===== src/rtl/seq_det_pkg.sv =====
`default_nettype none
// ============================================================================
// Module      : seq_det_pkg
// Description : Shared constants, width helpers and parameter legality checks
//               for the parametrised serial-pattern detector.
// Revision    : 1.0 - initial release
// ============================================================================
package seq_det_pkg;

    localparam int c_PAT_W_MIN = 2;
    localparam int c_PAT_W_MAX = 16;
    localparam int c_CNT_W_MIN = 1;
    localparam int c_CNT_W_MAX = 32;

    // Reset values of the detector state and the match counter.
    localparam int c_FILL_RST = 0;
    localparam int c_HIST_RST = 0;
    localparam int c_CNT_RST  = 0;

    // Fill counter must reach PAT_W-1, which always fits in $clog2(PAT_W) bits.
    function automatic int fill_width(input int pat_w);
        return (pat_w < c_PAT_W_MIN) ? 1 : $clog2(pat_w);
    endfunction

    function automatic bit pat_w_legal(input int pat_w);
        return (pat_w >= c_PAT_W_MIN) && (pat_w <= c_PAT_W_MAX);
    endfunction

    function automatic bit cnt_w_legal(input int cnt_w);
        return (cnt_w >= c_CNT_W_MIN) && (cnt_w <= c_CNT_W_MAX);
    endfunction

endpackage : seq_det_pkg
`default_nettype wire


===== src/rtl/seq_match_counter.sv =====
`default_nettype none
// ============================================================================
// Module      : seq_match_counter
// Description : Saturating match counter with synchronous clear (clear wins
//               over increment) and asynchronous active-high reset.
// Revision    : 1.0 - initial release
// ============================================================================
module seq_match_counter
    import seq_det_pkg::*;
#(
    parameter int CNT_W = 8
)(
    input  logic             clk,
    input  logic             rst,
    input  logic             i_inc,
    input  logic             i_clr,
    output logic [CNT_W-1:0] o_cnt
);

    localparam logic [CNT_W-1:0] c_CNT_MAX = '1;

    logic [CNT_W-1:0] r_cnt;

    always_ff @(posedge clk or posedge rst) begin
        if (rst) begin
            r_cnt <= CNT_W'(c_CNT_RST);
        end else if (i_clr) begin
            r_cnt <= CNT_W'(c_CNT_RST);
        end else if (i_inc && (r_cnt != c_CNT_MAX)) begin
            r_cnt <= r_cnt + CNT_W'(1);
        end
    end

    assign o_cnt = r_cnt;

endmodule : seq_match_counter
`default_nettype wire


===== src/rtl/seq_detector_param.sv =====
`default_nettype none
// ============================================================================
// Module      : seq_detector_param
// Description : Mealy serial-pattern detector with runtime-loadable pattern,
//               overlapping/non-overlapping modes and an optional saturating
//               match counter built only when SEQ_MATCH_CNT_EN is defined.
// Revision    : 1.0 - initial release
// ============================================================================
module seq_detector_param
    import seq_det_pkg::*;
#(
    parameter int               PAT_W       = 4,
    parameter logic [PAT_W-1:0] DEFAULT_PAT = 4'b1011,
    parameter int               CNT_W       = 8
)(
    input  logic             clk,
    input  logic             rst,
    input  logic             d_in,
    input  logic             d_valid,
    input  logic             overlap_en,
    input  logic             pat_load,
    input  logic [PAT_W-1:0] pat_in,
    input  logic             cnt_clr,
    output logic             d_out,
    output logic [CNT_W-1:0] match_cnt
);

    localparam int               FILL_W      = fill_width(PAT_W);
    localparam logic [FILL_W-1:0] c_FILL_FULL = FILL_W'(PAT_W - 1);

    if (!pat_w_legal(PAT_W)) begin : g_bad_pat_w
        $error("seq_detector_param: PAT_W=%0d outside 2..16", PAT_W);
    end
    if (!cnt_w_legal(CNT_W)) begin : g_bad_cnt_w
        $error("seq_detector_param: CNT_W=%0d outside 1..32", CNT_W);
    end

    logic [PAT_W-1:0]  r_pat;
    logic [PAT_W-2:0]  r_hist;
    logic [FILL_W-1:0] r_fill;

    logic [PAT_W-1:0]  w_window;
    logic              w_full;
    logic              w_match;

    // Window is the candidate pattern: stored history plus the bit arriving now.
    assign w_window = {r_hist, d_in};
    assign w_full   = (r_fill == c_FILL_FULL);
    assign w_match  = d_valid & ~pat_load & w_full & (w_window == r_pat);
    assign d_out    = w_match & ~rst;

    always_ff @(posedge clk or posedge rst) begin
        if (rst) begin
            r_pat  <= DEFAULT_PAT;
            r_hist <= (PAT_W-1)'(c_HIST_RST);
            r_fill <= FILL_W'(c_FILL_RST);
        end else if (pat_load) begin
            r_pat  <= pat_in;
            r_hist <= (PAT_W-1)'(c_HIST_RST);
            r_fill <= FILL_W'(c_FILL_RST);
        end else if (d_valid) begin
            if (w_match && !overlap_en) begin
                r_hist <= (PAT_W-1)'(c_HIST_RST);
                r_fill <= FILL_W'(c_FILL_RST);
            end else begin
                r_hist <= w_window[PAT_W-2:0];
                if (!w_full) begin
                    r_fill <= r_fill + FILL_W'(1);
                end
            end
        end
    end

`ifdef SEQ_MATCH_CNT_EN
    seq_match_counter #(
        .CNT_W (CNT_W)
    ) u_match_counter (
        .clk   (clk),
        .rst   (rst),
        .i_inc (d_out),
        .i_clr (cnt_clr),
        .o_cnt (match_cnt)
    );
`else
    logic w_unused_cnt_clr;
    assign w_unused_cnt_clr = cnt_clr;
    assign match_cnt        = '0;
`endif

endmodule : seq_detector_param
`default_nettype wire


===== config.mk =====
export PLATFORM = sky130hd
export DESIGN_NAME = seq_detector_param
export DESIGN_NICKNAME = d
export VERILOG_FILES = /design/src/rtl/seq_det_pkg.sv /design/src/rtl/seq_match_counter.sv /design/src/rtl/seq_detector_param.sv
export SDC_FILE = /design/constraint.sdc
export NUM_CORES = 1
export LEC_CHECK = 0
export BUFFER_PORTS_ARGS = -buffer_cell sky130_fd_sc_hd__buf_2
export CAP_MARGIN = 25
export CORE_UTILIZATION = 40
export CTS_BUF_LIST = sky130_fd_sc_hd__clkbuf_8
export DETAILED_ROUTE_END_ITERATION = 12
export PLACE_DENSITY_LB_ADDON = 0.1
export SLEW_MARGIN = 5
export SYNTH_ARGS = -nofsm -noshare
export SYNTH_HDL_FRONTEND = slang
export SYNTH_HIERARCHICAL = 1
export SYNTH_SLANG_ARGS = --single-unit
export TNS_END_PERCENT = 1

===== constraint.sdc =====
create_clock -name clk -period 2.85 [get_ports clk]
set_clock_uncertainty 0.05 [all_clocks]
set_input_delay 0.57 -clock clk [delete_from_list [all_inputs] [get_ports clk]]
set_output_delay 0.57 -clock clk [all_outputs]
set_load 0.05 [all_outputs]

==> results of run 1 <==
worst paths after layout:
path	startpoint	endpoint	slack [ns]	cells after the start
max	r_pat[1]$_DFFE_PP1P_	d_out	0.60	4
min	rst	r_pat[2]$_DFFE_PP0P_	0.30	3
max reg2reg	r_pat[1]$_DFFE_PP1P_	r_fill[0]$_DFFE_PP0P_	1.35	4
min reg2reg	r_fill[1]$_DFFE_PP0P_	r_fill[1]$_DFFE_PP0P_	0.47	2
max in group asynchronous	rst	r_pat[3]$_DFFE_PP1P_	2.24	3
min in group clk	r_fill[1]$_DFFE_PP0P_	r_fill[1]$_DFFE_PP0P_	0.47	2
layout by cell type, fill, tap and decap left out:
master    instances
ha_1              1
nand3b_1          4
o21ai_0           2
nor2b_1           2
a21oi_1           1
buf_2            10
nor4_2            2
clkbuf_8          3
o31ai_1           1
inv_1             3
mux2i_1           1
nand2_1           3
buf_4             1
xor2_1            1
nor2_1            4
dfrtp_1           6
mux2_2            4
dfstp_2           3
a31oi_1           2
nand2b_1          2
o22ai_1           4
xnor2_1           3
conb_1            8
nand3_1           1
worst min-delay path, delay by kind of cell:
kind,cells,cell delay [ns]
buffers and inverters,3,0.35
cell families after synthesis:
family | synth area share (%)
mux | 9.54
flops | 39.7
fa+ha+maj | 2.17
other cells | 0.650
simple gates | 18.2
compound gates | 10.4
buf+inv | 13.2
xor+xnor | 6.07
sequential cells by signal, summed over array words and instances (netlist names):
register / count
r_pat: 4
r_hist: 3
r_fill: 2
power groups by stage:
stage | combinational (mW) | sequential, mW | clock [mW]
2_1_floorplan | 0.0715 | 0.153 | 0
3_3_place_gp | 0.0766 | 0.155 | 0
3_5_place_dp | 0.0776 | 0.155 | 0
4_1_cts | 0.0780 | 0.153 | 0.155
5_1_grt | 0.0850 | 0.154 | 0.163
6_report | 0.0775 | 0.153 | 0.149
through the flow:
step / area, um^2 / utilization (%) / cells / worst slack, ns / hold WS (ns)
global route: 662 / 50.2 / 87 / 0.507 / 0.324
finish: 662 / 50.2 / 87 / 0.595 / 0.295
detailed placement: 617 / 46.8 / 83 / 0.718 / 0.458
floorplan: 609 / - / 67 / 0.461 / 0.354
CTS: 662 / 50.2 / 87 / 0.566 / 0.300
global placement: 617 / 46.8 / 83 / 0.711 / 0.450
cell type report:
cell class                 count  area, um^2  share of cell area, %
multi-input combinational     46         304                   45.9
sequential                     9         229                   34.6
timing repair buffer          11        57.6                   8.70
clock buffer                   3        41.3                   6.24
tap                           15        18.8                   2.84
inverter                       2        7.51                   1.13
clock inverter                 1        3.75                  0.567
per-layer routing:
layer | up-vias | track usage (%) | wire (um) | part of all wire, %
met5 | - | 0 | 0 | 0
met4 | 0 | 12.9 | 12 | 1.1
met3 | 2 | 5.00 | 54 | 5.1
met2 | 15 | 20.2 | 461 | 44
met1 | 195 | 22.1 | 530 | 50
li1 | 214 | - | - | -
==> results.md, run 1 <==
* Status: finished, final reports clean
* Clk Latency, worst-skew pair at between 0.2 and 0.25 ns
* 1st-pass router iterations at 4
* Vias in the first global route at 341
* Initial detailed-routing violation count at 7
* RSZ-0062 raised after global routing: false
* Routed Antenna Nets at 0
* Crit path largest cell delay at 0.53 ns
* Diode count at 0
* Hold buffers post-CTS at 0
* CP Launch Type: flip-flop
* DIE HEIGHT at 40.0 um
* Grt ovf at 0
* Htree depth at 1
* Worst Setup End Kind: primary output
* Pwr/cell area at roughly 570 mW/mm^2
* Top-count cell post-synth: buf_4
* Post-layout min period at 2.25 ns
* Core ar. at around 0.0013 mm^2
* CP Cell Sequence: xnor2_1 -> nand3_1 -> nor4_2 -> buf_2
* Switch share at roughly 30%
* Pleak at 0.296 nW
* Synth top cells by count: 8 x buf_4, 6 x dfrtp_1
* # Post-CTS Setup Buffers at 0
* Wire per inst at 12.2 um
* # IOs at 20
* CP Class: flip-flop to primary output
* WP data required at roughly 2.2 ns
* Critical-path top delay cell: dfstp_2
* Total track usage at between 10% and 20%
* Synth top area cells: dfrtp_1 26%, dfstp_2 14%, buf_4 10%
* Yosys top cell by area: dfrtp_1
* Top-area cell type share of the netlist area at a little over a quarter
* First-pass GRT wire length at roughly 1.6 mm
* Ys async rst share at between 90% and 100%
* Hpwl dp at between 700 and 800 um
* Fmax at about 440 MHz
* Mean Syn Cell Area at roughly 9.6 um^2
* Clock Path Buffers at 2
* CTS clk-pin slew, worst paths at roughly 0.05 ns
* VDD IR max at approximately 370 uV
* Fin crit share at between 70% and 80%
* Post-Synthesis Cell Area at ~580 um^2
* Clock network power share at about two fifths
* Worst min path class: input port to asynchronous set/reset pin
* FP Rows at 13
* Layout Area Growth over Synthesis at 14.8%
* Yosys reg bits at 9
* # DRC at 0
* Clk root buf: clkbuf_8
* DRT Wirelength at between 1 and 1.5 mm
* Post-CTS sizing at 0
* Antenna violations before repair at 0
* Share of layout cells above drive strength 1 at between 30% and 40%
* Chip Width at around 40 um
* YS warnings at 6
* Post-synth EDFFs at 0
* CTS buffer count at 3
* Distinct cells, synth at 25
* CTS tree: built
* Initial Util at a little over two fifths
* Internal Power at approximately 0.26 mW
* Vias after detailed routing at approximately 430
* Largest net degree at the start of global routing at 16
* Critical path arrival at 1.63 ns
* Fillcell total at approximately 130
* DIE AREA at around 0.0016 mm^2
* Vias per Instance at 4.90
* Final Hold Fails at 0
* Sw Pwr at between 0.1 and 0.15 mW
* Setup_tns at 0 ns
* Gate power share at between 20% and 30%
* Clock tree sinks at 9
* Crit path max fanout at 3
* Post-synth top flop: dfrtp_1
* Port-buffer cells at 10
* Syn Inst Count at 60
* Part of the power in registers at between 40% and 50%
* Slew Limit Fails at 0
* Routability cong. at roughly 0.70
* Seq/Total Area, Yosys at between 30% and 40%
* Pwr Total at 0.380 mW
* Max-cap violations at 0
* Setup Viol. Count Final at 0
* Buf+Inv Stages, Crit Path at 1
* Fin nets at 85
* CP top delay family: flip-flops
Note: power is estimated with default switching activity, not from simulation.
==> inputs of run 2 (changes only) <==
--- a/config.mk
+++ b/config.mk
@@ -5,6 +5,7 @@
 export SDC_FILE = /design/constraint.sdc
 export NUM_CORES = 1
 export LEC_CHECK = 0
+export ABC_AREA = 1
 export BUFFER_PORTS_ARGS = -buffer_cell sky130_fd_sc_hd__buf_2
 export CAP_MARGIN = 25
 export CORE_UTILIZATION = 40
==> constraint.sdc (replaced) <==
create_clock -name clk -period 2 [get_ports clk]
set_clock_uncertainty 0.05 [all_clocks]
set_input_delay 0.4 -clock clk [delete_from_list [all_inputs] [get_ports clk]]
set_output_delay 0.4 -clock clk [all_outputs]
set_load 0.05 [all_outputs]
==> run 2 against run 1 <==
Clock power increased by 39%. Via count grew 8.5%. Largest power group unchanged. Design area rose by 0.57%. Power grew 40%. Critical endpoint unchanged.
==> results.md, run 2 <==
* # DRC at 0
* Vias in the first global route at 403
* Status: finished, final reports clean
* CTS buffer count at 3
* Synth top cells by count: 30 x nand2_1, 12 x inv_1, 8 x buf_4
* Pwr/cell area at between 700 and 800 mW/mm^2
* Fmax at 534 MHz
* Port-buffer cells at 10
* Final Hold Fails at 0
* Worst Setup End Kind: primary output
* Grt ovf at 0
* Chip Width at 40.4 um
* # Post-CTS Setup Buffers at 0
* Critical-path top delay cell: dfstp_2
* Clock Path Buffers at 2
* Max-cap violations at 0
* Core ar. at between 0.001 and 0.0015 mm^2
* CTS clk-pin slew, worst paths at roughly 0.05 ns
* RSZ-0062 raised after global routing: false
* Fin crit share at a little over nine tenths
* 1st-pass router iterations at 2
* CTS tree: built
* Syn Inst Count at 81
* Max reg flops at 4
* DRT Wirelength at around 980 um
* Biggest registers after layout: r_pat: 4 flops, r_hist: 3 flops, r_fill: 2 flops
* Seq/Total Area, Yosys at 38.8%
* Dpl ws at around 0.23 ns
* Hpwl dp at about 780 um
* Share of layout cells above drive strength 1 at 24.7%
* CP Launch Type: flip-flop
* Critical path arrival at around 1.4 ns
* Distinct cells, synth at 19
* Layout Area Growth over Synthesis at 12.7%
* Pwr Total at 0.531 mW
* Routed Antenna Nets at 0
* Final Util at between 40 and 50%
* Mean Syn Cell Area at roughly 7.3 um^2
* Top-area cell type share of the netlist area at between 20 and 30%
* Placed cell count at between 100 and 150
* Setup Viol. Count Final at 0
* Internal Power at ~0.37 mW
* Top-count cell post-synth: nand2_1
* CP Cell Sequence: inv_1 -> nand2_1 -> nand2_1 -> nor2_2 -> nand3_1 -> nor2_1 -> buf_6
* Largest net degree at the start of global routing at 11
* Final Instance Area at 666 um^2
* Initial detailed-routing violation count at 6
* Clock network power share at between 30% and 40%
* Worst path most repeated cell: nand2_1
* Vias per Instance at around 4.3
* Yosys top cell by area: dfrtp_1
* FP Rows at 13
* Finished Layout Cells at approximately 110
* # IOs at 20
* Most frequent cells in the layout: 30 x nand2_1, 13 x inv_1, 9 x buf_2
* Slew Limit Fails at 0
* Post-synth top flop: dfrtp_1
* Vias after detailed routing at 462
* Initial Util at between 40% and 50%
* Synth top area cells: dfrtp_1 25%, nand2_1 19%, dfstp_2 13%
* Setup_tns at 0 ns
* Crit path largest cell delay at approximately 0.52 ns
* DP Area at just over 600 um^2
* WP data required at about 1.6 ns
* YS warnings at 6
* Routability cong. at approximately 0.83
* VDD IR max at around 380 uV
* Most common cell after layout, fill and taps aside: nand2_1
* Ys async rst share at between 90% and 100%
* Clock tree sinks at 9
* Total track usage at between 10 and 15%
* Part of the power in registers at 40.4%
* Post-synth EDFFs at 0
* Htree depth at 1
* Wire per inst at approximately 9.1 um
* Pleak at 0.378 nW
* Gate power share at between 20% and 30%
* Sw Pwr at around 0.16 mW
* Final worst slack at 0.126 ns
* Diode count at 0
* Clk root buf: clkbuf_8
* Worst min path class: input port to asynchronous set/reset pin
* Post-Synthesis Cell Area at just under 600 um^2
* Fin nets at 106
* Yosys reg bits at 9
* Switch share at 30.6%
* Largest Register: r_pat
* Crit path max fanout at 2
* CP Class: flip-flop to primary output
* DIE HEIGHT at a little over 40 um
* Antenna violations before repair at 0
* First-pass GRT wire length at 1.55 mm
* Post-layout min period at roughly 1.9 ns
* Clk Latency, worst-skew pair at roughly 0.23 ns
* DIE AREA at approximately 0.0016 mm^2
* Final hold slack at 0.0927 ns
run 2: routing by layer:
metal | part of all wire [%] | routed length (um) | vias to the layer above | track usage [%]
met1 | 46 | 452 | 193 | 19.7
met4 | 2.3 | 23 | 0 | 5.00
li1 | - | - | 248 | -
met2 | 47 | 461 | 16 | 23.0
met5 | 0 | 0 | - | 0
met3 | 4.6 | 45 | 5 | 3.33
run 2: timing repair:
| item | 4_1_cts | 5_1_grt |
|---|---|---|
| endpoints found under the setup margin | 0 | 1 |
| resized for setup | 0 | 3 |
| hold endpoints to repair | 0 | 0 |
| hold buffers | 0 | 0 |
run 2: worst max-delay path: cells and delay by family, from the launching register on:
family	cells	cell delay [ns]
AND/OR/NAND/NOR	5	0.45
flip-flops	1	0.52
buffers and inverters	2	0.21
run 2: cells by family (layout without fill, tap and decap cells):
family | after synthesis | after routing | share of synthesized area [%]
XOR/XNOR | 1 | 1 | 1.48
flip-flops | 9 | 9 | 38.8
AO/OA/AOI/OAI | 5 | 5 | 5.08
AND/OR/NAND/NOR | 42 | 42 | 30.7
adder cells (fa/ha/maj) | 1 | 1 | 2.12
buffers and inverters | 22 | 27 | 21.2
other | 1 | 8 | 0.635
run 2: worst paths after layout:
kind / to / slack [ns] / start / depth (start not counted)
max: d_out / 0.13 / r_pat[1]$_DFFE_PP1P_ / 7
min: r_hist[1]$_DFFE_PP0P_ / 0.09 / rst / 2
max reg2reg: r_hist[2]$_DFFE_PP0P_ / 0.59 / r_pat[1]$_DFFE_PP1P_ / 9
min reg2reg: r_fill[1]$_DFFE_PP0P_ / 0.44 / r_fill[1]$_DFFE_PP0P_ / 2
max in group asynchronous: r_pat[3]$_DFFE_PP1P_ / 1.50 / rst / 2
min in group clk: r_pat[2]$_DFFE_PP0P_ / 0.31 / pat_in[2] / 3
run 2: area by class of cell:
type	count	area (um^2)
fillers	133	668
multi-input cells	57	263
flip-flops and latches	9	229
repair buffers	10	56.3
inverters	13	53.8
clock buffers	3	41.3
well taps	15	18.8
clock inverters	1	3.75
run 2: power groups by stage:
stage	Combinational (mW)	Sequential [mW]	Clock, mW
after global placement	0.107	0.216	0
after detailed placement	0.110	0.217	0
after CTS	0.110	0.214	0.213
final	0.109	0.215	0.207
after floorplan	0.103	0.214	0
after global routing	0.127	0.217	0.225
==> inputs of run 3 (changes only) <==
==> constraint.sdc (replaced) <==
create_clock -name clk -period 2.41 [get_ports clk]
set_clock_uncertainty 0.05 [all_clocks]
set_input_delay 0.482 -clock clk [delete_from_list [all_inputs] [get_ports clk]]
set_output_delay 0.482 -clock clk [all_outputs]
set_load 0.05 [all_outputs]
==> run 3 against run 2 <==
Register-to-register slack better by 0.42 ns. Wire length down 2.7%. Critical path depth unchanged. Worst setup slack better by 0.28 ns. Clock power down 17%. Via count up 1.3%. Sequential power down 17%. Design area down 0.94%. Global-route usage up 0.25 points. Sequential share of layout area up 0.33 points. First-iteration DRC count up 130%. Largest power group unchanged. Hold slack better by 0.076 ns.
==> results.md, run 3 (synthesized netlist as in run 2, its figures left out) <==
* CTS tree: built
* Vias after detailed routing at around 470
* Antenna violations before repair at 0
* Diode count at 0
* Largest net degree at the start of global routing at 11
* RSZ-0062 raised after global routing: false
* Routed Antenna Nets at 0
* Critical-path top delay cell: dfstp_2
* Fin crit share at between 80% and 90%
* Pwr/cell area at between 600 and 700 mW/mm^2
* Pleak at around 0.38 nW
* CTS buffer count at 3
* Final Instance Area at roughly 660 um^2
* Most common cell after layout, fill and taps aside: nand2_1
* Critical path arrival at ~1.5 ns
* Clock Path Buffers at 2
* DRT Wirelength at 955 um
* Setup Viol. Count Final at 0
* Worst path depth at 7
* CP Launch Type: flip-flop
* Max-cap violations at 0
* CP top delay family: flip-flops
* FP Rows at 13
* VDD IR max at 361 uV
* Slew Limit Fails at 0
* Worst Setup EP: d_out
* Post-layout min period at 2.00 ns
* DP Area at just over 600 um^2
* Crit path max fanout at 2
* Clk Latency, worst-skew pair at 0.23 ns
* Initial detailed-routing violation count at 14
* # DRC at 0
* R2r endpoint: r_hist[2]$_DFFE_PP0P_
* WP data required at 1.88 ns
* Setup_tns at 0 ns
* Most frequent cells in the layout: 30 x nand2_1, 13 x inv_1, 10 x buf_2
* Port-buffer cells at 10
* 1st-pass router iterations at 4
* Worst path most repeated cell: nand2_1
* Chip Width at approximately 40 um
* Worst reg2reg path depth at 9
* Clk root buf: clkbuf_8
* # Post-CTS Setup Buffers at 0
* DIE AREA at approximately 0.0016 mm^2
* R2r startpoint: r_pat[3]$_DFFE_PP1P_
* Crit. Startpoint: r_pat[1]$_DFFE_PP1P_
* Worst Setup End Kind: primary output
* Final Hold Fails at 0
* CP Class: flip-flop to primary output
* Crit path largest cell delay at between 0.5 and 0.6 ns
* Vias in the first global route at 399
* Fin nets at 106
* Htree depth at 1
* First-pass GRT wire length at roughly 1.6 mm
* Wire per inst at about 9 um
* Fillcell total at 133
* DIE HEIGHT at 40.4 um
* Biggest registers after layout: r_pat: 4 flops, r_hist: 3 flops, r_fill: 2 flops
* Clock tree sinks at 9
* Hold buffers post-CTS at 0
* Finished Layout Cells at between 100 and 150
* Routability cong. at between 0.8 and 0.9
* Core ar. at 0.00133 mm^2
* Fmax at roughly 500 MHz
* Initial Util at about 44%
* CP Cell Sequence: inv_1 -> nand2_1 -> nand2_1 -> nor2_2 -> nand3_1 -> nor2_1 -> buf_2
* Largest Register: r_pat
* Vias per Instance at ~4.3
* Grt ovf at 0
* Max reg flops at 4
* Total track usage at ~15%
* Buf+Inv Stages, Crit Path at 2
* Status: finished, final reports clean
* Placed cell count at approximately 100
* Layout Area Growth over Synthesis at 11.7%
* CTS clk-pin slew, worst paths at roughly 0.05 ns
* Hpwl dp at between 700 and 800 um
* Share of layout cells above drive strength 1 at 24.7%
* Worst min path class: input port to asynchronous set/reset pin
* Reg2reg setup slack at slightly above 1 ns
* Post-CTS sizing at 0
* # IOs at 20
==> run 3: cell types whose count changed in the layout (fill, tap and decap cells not counted) <==
| cell | before | now |
|---|---|---|
| buf_6 | 1 | 0 |
| buf_2 | 9 | 10 |
==> run 3: worst min path at each step <==
stage,end,slack (ns)
3_3_place_gp,r_hist[2]$_DFFE_PP0P_,0.42
6_report,r_hist[2]$_DFFE_PP0P_,0.17
3_5_place_dp,r_hist[2]$_DFFE_PP0P_,0.43
4_1_cts,r_hist[0]$_DFFE_PP0P_,0.18
5_1_grt,r_hist[0]$_DFFE_PP0P_,0.20
2_1_floorplan,r_fill[0]$_DFFE_PP0P_,0.26
==> run 3: final cells by class <==
class,count,area (um^2),share of cell area (%)
multi-input combinational,57,263,39.8
sequential,9,229,34.7
inverter,13,53.8,8.16
timing repair buffer,10,50.0,7.59
clock buffer,3,41.3,6.26
tap,15,18.8,2.85
clock inverter,1,3.75,0.569
==> run 3: power by group <==
part	leakage (nW)	switching [mW]	internal [mW]
clock	0.0269	0.0603	0.111
combinational	0.240	0.0650	0.0252
sequential	0.110	0.00899	0.169
total	0.377	0.134	0.305
==> run 3: through the flow <==
step                total power, mW  setup slack [ns]  utilization [%]  hold slack (ns)
finish                        0.440             0.410             49.4            0.169
global route                  0.473             0.265             49.4            0.201
CTS                           0.447             0.382             49.4            0.178
detailed placement            0.272             0.485             46.1            0.427
global placement              0.268             0.515             46.1            0.420
floorplan                     0.263             0.314                -            0.258
==> run 3: routing by layer <==
| metal | up-vias | GRT usage (%) | wire [um] |
|---|---|---|---|
| met5 | - | 0 | 0 |
| met4 | 0 | 5.00 | 21 |
| met3 | 5 | 5.00 | 46 |
| met2 | 16 | 25.0 | 458 |
| met1 | 198 | 17.7 | 429 |
| li1 | 249 | - | - |
